[config.mk]
export PLATFORM = sky130hd
export DESIGN_NAME = parity_accum
export DESIGN_NICKNAME = d
export VERILOG_FILES = /design/src/rtl/parity_pkg.sv /design/src/rtl/parity_tree.sv /design/src/rtl/parity_accum.sv
export SDC_FILE = /design/constraint.sdc
export NUM_CORES = 1
export LEC_CHECK = 0
export ABC_AREA = 1
export CAP_MARGIN = 5
export CORE_UTILIZATION = 25
export CTS_CLUSTER_SIZE = 30
export DETAILED_ROUTE_END_ITERATION = 8
export DONT_BUFFER_PORTS = 1
export HOLD_SLACK_MARGIN = 0.06
export PLACE_DENSITY = 0.44
export SYNTH_ARGS = -nofsm -noshare
export SYNTH_HDL_FRONTEND = slang
export SYNTH_SLANG_ARGS = --single-unit
export TNS_END_PERCENT = 5
[constraint.sdc]
create_clock -name CP -period 1.6 [get_ports CP]
set_input_delay 0.32 -clock CP [delete_from_list [all_inputs] [get_ports CP]]
set_output_delay 0.32 -clock CP [all_outputs]
set_load 0.01 [all_outputs]
[src/rtl/parity_pkg.sv]
// ============================================================================
//  Module   : parity_pkg
//  Purpose  : Shared state encodings, mode encodings and sizing helper for
//             the frame parity generator/checker.
//  Revision : 1.0  initial release
// ============================================================================
`default_nettype none

package parity_pkg;

    typedef logic [0:0] state_t;

    localparam state_t IDLE  = 1'b0;
    localparam state_t ACCUM = 1'b1;

    localparam logic MODE_GEN = 1'b0;
    localparam logic MODE_CHK = 1'b1;

    // Length counter must be able to hold MAXLEN itself, not just MAXLEN-1.
    function automatic int calc_cw(input int maxlen);
        return $clog2(maxlen + 1);
    endfunction

endpackage

`default_nettype wire

[src/rtl/parity_tree.sv]
// ============================================================================
//  Module   : parity_tree
//  Purpose  : Combinational reduction of a WIDTH-bit word to its parity bit
//             using levels of 3-input XOR cells.
//  Revision : 1.0  initial release
// ============================================================================
`default_nettype none

module parity_tree #(
    parameter int WIDTH = 8
) (
    input  logic [WIDTH-1:0] D,
    output logic             wp
);

    function automatic int lvl_cnt(input int w, input int lvl);
        int n;
        n = w;
        for (int i = 0; i < lvl; i++) n = (n + 2) / 3;
        return n;
    endfunction

    function automatic int num_lvls(input int w);
        int n;
        int k;
        n = w;
        k = 0;
        while (n > 1) begin
            n = (n + 2) / 3;
            k++;
        end
        return k;
    endfunction

    function automatic logic xor3(input logic a, input logic b, input logic c);
        return a ^ b ^ c;
    endfunction

    localparam int LEVELS = num_lvls(WIDTH);

    generate
        if (LEVELS == 0) begin : g_passthru
            assign wp = D[0];
        end else begin : g_tree
            for (genvar l = 0; l < LEVELS; l++) begin : g_level
                localparam int N_IN  = lvl_cnt(WIDTH, l);
                localparam int N_OUT = lvl_cnt(WIDTH, l + 1);

                logic [N_IN-1:0]  w_in;
                logic [N_OUT-1:0] w_out;

                if (l == 0) begin : g_first
                    assign w_in = D;
                end else begin : g_next
                    assign w_in = g_level[l-1].w_out;
                end

                // The last cell of a level may see fewer than three live inputs.
                for (genvar j = 0; j < N_OUT; j++) begin : g_node
                    logic w_b;
                    logic w_c;
                    if (3*j + 1 < N_IN) begin : g_b_live
                        assign w_b = w_in[3*j+1];
                    end else begin : g_b_pad
                        assign w_b = 1'b0;
                    end
                    if (3*j + 2 < N_IN) begin : g_c_live
                        assign w_c = w_in[3*j+2];
                    end else begin : g_c_pad
                        assign w_c = 1'b0;
                    end
                    assign w_out[j] = xor3(w_in[3*j], w_b, w_c);
                end
            end
            assign wp = g_level[LEVELS-1].w_out[0];
        end
    endgenerate

endmodule

`default_nettype wire

[src/rtl/parity_accum.sv]
// ============================================================================
//  Module   : parity_accum
//  Purpose  : Framed parity generator/checker; accumulates word parity over a
//             frame and reports parity, length and error after end of frame.
//  Revision : 1.0  initial release
// ============================================================================
`default_nettype none

module parity_accum
    import parity_pkg::*;
#(
    parameter int WIDTH  = 8,
    parameter int MAXLEN = 16,
    parameter int ODD    = 0,
    parameter int CW     = calc_cw(MAXLEN)
) (
    input  logic             CP,
    input  logic             CD,
    input  logic [WIDTH-1:0] D,
    input  logic             DV,
    input  logic             SOF,
    input  logic             EOF,
    input  logic             MODE,
    input  logic             PE,
    output logic             Z,
    output logic             ZV,
    output logic [CW-1:0]    LEN,
    output logic             ERR,
    output logic             BUSY
);

    localparam logic [CW-1:0] c_maxlen = CW'(MAXLEN);
    localparam logic [CW-1:0] c_one    = CW'(1);
    localparam logic          c_odd    = (ODD != 0);

    state_t          r_state;
    logic            r_acc;
    logic [CW-1:0]   r_cnt;
    logic            r_z;
    logic            r_zv;
    logic [CW-1:0]   r_len;
    logic            r_err;

    state_t          w_state_n;
    logic            w_acc_n;
    logic [CW-1:0]   w_cnt_n;
    logic            w_done;
    logic            w_len_err;
    logic            w_z_new;
    logic            w_err_new;
    logic            w_wp;

    parity_tree #(
        .WIDTH (WIDTH)
    ) u_tree (
        .D  (D),
        .wp (w_wp)
    );

    // A SOF word always opens a fresh frame, whether idle or mid-frame, so
    // the termination checks are shared by both entry paths.
    always_comb begin
        w_state_n = r_state;
        w_acc_n   = r_acc;
        w_cnt_n   = r_cnt;
        w_done    = 1'b0;
        w_len_err = 1'b0;
        if (DV) begin
            if (SOF) begin
                w_acc_n = w_wp;
                w_cnt_n = c_one;
            end else if (r_state == ACCUM) begin
                w_acc_n = r_acc ^ w_wp;
                w_cnt_n = r_cnt + c_one;
            end
            if (SOF || (r_state == ACCUM)) begin
                if (EOF) begin
                    w_done    = 1'b1;
                    w_state_n = IDLE;
                end else if (w_cnt_n == c_maxlen) begin
                    w_done    = 1'b1;
                    w_len_err = 1'b1;
                    w_state_n = IDLE;
                end else begin
                    w_state_n = ACCUM;
                end
            end
        end
    end

    assign w_z_new   = w_acc_n ^ c_odd;
    assign w_err_new = w_len_err | ((MODE == MODE_CHK) && (w_z_new != PE));

    always_ff @(posedge CP or negedge CD) begin
        if (!CD) begin
            r_state <= IDLE;
            r_acc   <= 1'b0;
            r_cnt   <= '0;
            r_z     <= 1'b0;
            r_zv    <= 1'b0;
            r_len   <= '0;
            r_err   <= 1'b0;
        end else begin
            r_state <= w_state_n;
            r_acc   <= w_acc_n;
            r_cnt   <= w_cnt_n;
            r_zv    <= w_done;
            if (w_done) begin
                r_z   <= w_z_new;
                r_len <= w_cnt_n;
                r_err <= w_err_new;
            end
        end
    end

    assign Z    = r_z;
    assign ZV   = r_zv;
    assign LEN  = r_len;
    assign ERR  = r_err;
    assign BUSY = (r_state == ACCUM);

endmodule

`default_nettype wire

After elaboration in Yosys (flattened, before gate mapping):

Cells that the tools add are included.

* add/sub/neg operators: 1
* multipliers: 0
* divide/modulo/power cells: 0
* $lt $le $gt $ge: 0
* eq/ne operators: 2
* shift-type cells: 0
* muxes and demuxes: 16
* bitwise gates (word level): 9
* reduce and logical (&&, ||, !) cells: 3

Operators by type and width (count)
* $mux 5: 4
* $mux 1: 12
* $xor 1x1->1: 8
* $add 5x1->5 const B: 1
* $eq 5x5->1 const B: 1
* $reduce_and 2->1: 1
* $logic_and 1x1->1: 1
* $logic_or 1x1->1: 1
* $ne 1x1->1: 1
* $or 1x1->1: 1

* flip-flop bits (word level): 15
* latch bits: 0
* bits in writable memories: 0
* memory bits (read-only): 0
* input bits: 15
* output and inout port bits: 9
* logic and storage cells: 38
* memories: 0

Longest topological paths before layout:

* word-level depth: 11
* mapped depth: 14

By module:

Synthesis repeated with hierarchy kept, for this count alone.

* cells, all modules: 136
* area total of the unflattened synthesis: 988.4 µm²

Modules (own cells, without submodules)
* parity_accum: instances 1, cells each 101, area an instance 822.0 µm², sequential area each 375.4 µm²
* parity_tree: instances 1, cells each 35, area an instance 166.4 µm², sequential area each 0.0 µm²

Worst setup path before layout:

Ideal clock, no wire load.

* path kind: reg2reg
* start point: register r_cnt[0]
* end point: register r_len[4], in the netlist LEN[4]
* data arrival time: 1487 ps
* data required time: 1472 ps
* slack: -15 ps
* cell stages (with the launch flop): 9
* buffers on the path: 1
* cell sequence: dfrtp_1 > ha_1 > a21oi_1 > nor2_1 > nor3_2 > nand3_2 > a21oi_4 > buf_6 > a31oi_1

* cells in the longest elaborated chain, start to end: 9
* elaborated cells on any way between the ends: 10
* classes of those cells: add/sub: 1; eq/ne: 1; mux: 8

Ends and longest elaborated chain
* from (decl): line parity_accum.sv:38 `logic [CW-1:0] r_cnt;`
* from (signal assigned): line parity_accum.sv:106 `r_cnt <= w_cnt_n;`
* $add 5x1->5: line parity_accum.sv:74 `w_cnt_n = r_cnt + c_one;`
* $mux 5 (*): line parity_accum.sv:72 `end else if (r_state == ACCUM) begin`
* $mux 5 (*): line parity_accum.sv:69 `if (SOF) begin`
* $mux 5 (*): line parity_accum.sv:68 `if (DV) begin`
* $eq 5x5->1 (*): line parity_accum.sv:80 `end else if (w_cnt_n == c_maxlen) begin`
* $mux 1 (*): line parity_accum.sv:80
* $mux 1 (*): line parity_accum.sv:77 `if (EOF) begin`
* $mux 1 (*): line parity_accum.sv:76 `if (SOF || (r_state == ACCUM)) begin`
* $mux 1 (*): line parity_accum.sv:68
* via w_done: line parity_accum.sv:47 `logic w_done;`
* to (signal assigned): line parity_accum.sv:110 `r_len <= w_cnt_n;`
* to (decl): line parity_accum.sv:41 `logic [CW-1:0] r_len;`

Mark *: on every way through the listed nets, which the timed path passes. The rest lies on a longest branch. The select of a mux whose other input is x is not followed.
A chain may end at the register's enable or synchronous reset.

Worst setup path after layout:

* start point: register r_cnt[0]
* end point: register r_len[2], in the netlist LEN[2]

* cells in the longest elaborated chain, start to end: 9
* elaborated cells on any way between the ends: 10
* classes of those cells: add/sub: 1; eq/ne: 1; mux: 8

Ends and longest elaborated chain (line)
* $add 5x1->5: parity_accum.sv:74
* $mux 5 (*): parity_accum.sv:72
* $mux 5 (*): parity_accum.sv:69
* $mux 5 (*): parity_accum.sv:68
* $eq 5x5->1: parity_accum.sv:80
* $mux 1: parity_accum.sv:80
* $mux 1: parity_accum.sv:77
* $mux 1: parity_accum.sv:76
* $mux 1: parity_accum.sv:68

Mark *: on every way between the ends. The rest lies on a longest branch, timed or not. The select of a mux whose other input is x is not followed.

==> results_dict.tcl <==
set metrics [dict create \
    via_count 772 \
    wl_per_cell_um 10.4 \
    timing.rr.start "r_cnt[0]" \
    synthCells 119 \
    r2r-end "LEN[2]" \
    coreArea_um2 3360 \
    pwr_density_cell_nw_per_um2 897 \
    initial_core_util 0.265 \
    cts_setup_buffers 0 \
    synth_top_area_cell "dfrtp_1" \
    drc 0 \
    p_sw_mw 0.324 \
    timing.setup.tns_ps -87.6 \
    cts.path.max_buffers 2 \
    drive_gt1_frac 0.267 \
    drv_cap 0 \
    p_leak_nw 0.528 \
    die_h_um 61.7 \
    clk_latency_ps 290 \
    ys_ff_latch 15 \
    syn2layout_area_growth_pct 21.9 \
    cts_buffers 3 \
    critPathMaxStageDelay_ps 410 \
    ff2ff_setup_slack_ps -40 \
    dp.final_hpwl_mm 1.46 \
    finalCriticalPeriod_ps 1640 \
    synth_top_area_frac 0.421 \
    internal-power_mw 0.650 \
    antenna_left 0 \
    violations "setup timing" \
    critPathKind "register to register" \
    dp_slack_ps -82.5 \
    setup_viol 4 \
    h-tree-depth 1 \
    grt_use_total 0.103 \
    grt_pass1_vias 706 \
    p_clk_frac 0.225 \
    netlist_area_um2 891 \
    cts.clk_slew.worst_paths_ps 90 \
    drt_pre_antenna_iters 4 \
    place_congestion 0.788 \
    ir_drop_uv 187 \
    final_nets 148 \
    pwr-share-seq 0.514 \
    die-area_um2 3810 \
    worstSetupEndpointType "register" \
    slowest_stage "dfrtp_1" \
    timing.final.hold_violations 0 \
    rsz0062_at_grt "yes" \
    start_kind "register" \
    synth.distinct_cells 23 \
    rows 21 \
    cts_tree "done" \
    fin_ws_ps -39.6 \
    skew_ps 5.59 \
    cp_data_arrival_time_ps 1850 \
    status "finished with violations" \
    cp_max_fo 4 \
    yosysWarnings 0 \
    crit_end "LEN[2]" \
    final_common_cell "nand2_1" \
    fmax_mhz 610 \
    ioPinCount 24 \
    wirelength_mm 1.84 \
    clock_sinks 15 \
    slew_viol_final 0 \
    worstSetupStartpoint "r_cnt[0]" \
    port_buffers 0 \
    vias_per_cell 4.36 \
    cp_num_buf_inv 3 \
    cp.required_ps 1810 \
    yosysSeqAreaShare 0.421 \
    hold_path_class "input pin to register" \
    grt_max_degree 16 \
    synth_area_leaders "dfrtp_1 (42%), nand2_1 (15%), inv_1 (7.2%)" \
    tightest_slew_ps 695 \
    syn-mean-instance-area_um2 7.49 \
    fin_crit_sh 1.02 \
    grt_overflow 0 \
    drt-initial-drc-count 23 \
    critPathTopFamily "simple AND/OR/NAND/NOR gates" \
    grt_antenna_before_repair 0 \
    comb_power_share 0.261 \
    die_x_um 61.7 \
    grt_first_pass_wirelength_mm 2.84 \
    syn_nets 135 \
    cp.depth 10 \
    layout_common_cells "nand2_1 (35), inv_1 (17), dfrtp_1 (14), nand3_1 (9), buf_4 (8)" \
    n_antenna_cell 0 \
    sw_frac_of_total 0.333 \
    rr_worst_depth 10 \
    slew_headroom 0.535 \
    path_cells "buf_4 -> inv_1 -> nand2_1 -> nand3_2 -> nor3_2 -> nand3_2 -> a21oi_4 -> buf_4 -> nor2_1 -> a31oi_1" \
    cts-root-buf "clkbuf_4" \
]
## sequential cells by signal, indices dropped and copies added (netlist names)
name   flops
Z          1
r_acc      1
BUSY       1
LEN        5
ZV         1
r_cnt      5
ERR        1
## timing repair
action	CTS	global route
endpoints found under the setup margin	8	8
cloned	0	0
hold buffers	1	0
hold endpoints to repair	15	0
resized for setup	4	3
pin swaps	3	2
## through the flow
step / util / total power, mW / std cells / cell area [um2] / hold WS [ps]
floorplan: - / 0.667 / 119 / 901 / 24.4
global placement: 0.304 / 0.735 / 172 / 1020 / 24.7
detailed placement: 0.304 / 0.741 / 172 / 1020 / 24.7
CTS: 0.320 / 0.990 / 177 / 1080 / 160
global route: 0.323 / 1.05 / 177 / 1090 / 164
finish: 0.323 / 0.974 / 177 / 1090 / 166
## final cells by class
cell class	count	area, um2
Tap cell	46	57.6
Sequential cell	15	377
Inverter	18	67.6
Timing Repair Buffer	10	90.1
Fill cell	400	2280
Multi-Input combinational cell	84	468
Clock buffer	4	26.3
## cell usage after synthesis
library cell  instances
a31oi_1               2
xnor2_1               1
nand3_1              10
nand3b_1              1
nand3_2               2
buf_2                 1
inv_1                17
ha_1                  1
o21ai_0               4
xor2_1                1
nand2_1              35
nand2_2               3
nor2_2                2
nor2_1                8
nor3_2                1
o21ai_1               2
or2_2                 1
a21oi_4               1
dfrtp_1              15
buf_6                 1
a21oi_1               6
inv_2                 1
o21ai_2               3
## cells by family after synthesis
| kind of cell | after synthesis | share of synthesized area |
|---|---|---|
| adder cells (fa/ha/maj) | 1 | 0.0140 |
| AND/OR/NAND/NOR | 63 | 0.322 |
| XOR/XNOR | 2 | 0.0197 |
| AO/OA/AOI/OAI | 18 | 0.129 |
| flip-flops | 15 | 0.421 |
| buffers and inverters | 20 | 0.0941 |
## how the worst min path moves through the flow
stage | startpoint | endpoint | cells after the start
floorplan | CD | BUSY | 0
finish | DV | r_cnt[4] | 2
CTS | DV | r_cnt[4] | 2
global route | DV | r_cnt[2] | 2
global placement | CD | LEN[4] | 0
detailed placement | CD | LEN[2] | 0
## power by group through the flow
stage,clock network [mW],registers (mW),logic [mW]
floorplan,0,0.495,0.172
global placement,0,0.503,0.232
detailed placement,0,0.504,0.237
CTS,0.232,0.502,0.256
global route,0.251,0.510,0.292
finish,0.219,0.501,0.254
## per-layer routing
metal,wire [um],vias to the layer above,GRT usage
met5,0,-,0
met4,18,0,0.0381
met1,801,346,0.118
met2,924,20,0.177
met3,97,2,0.0373
li1,-,404,-
(Power assumes the default switching activity.)
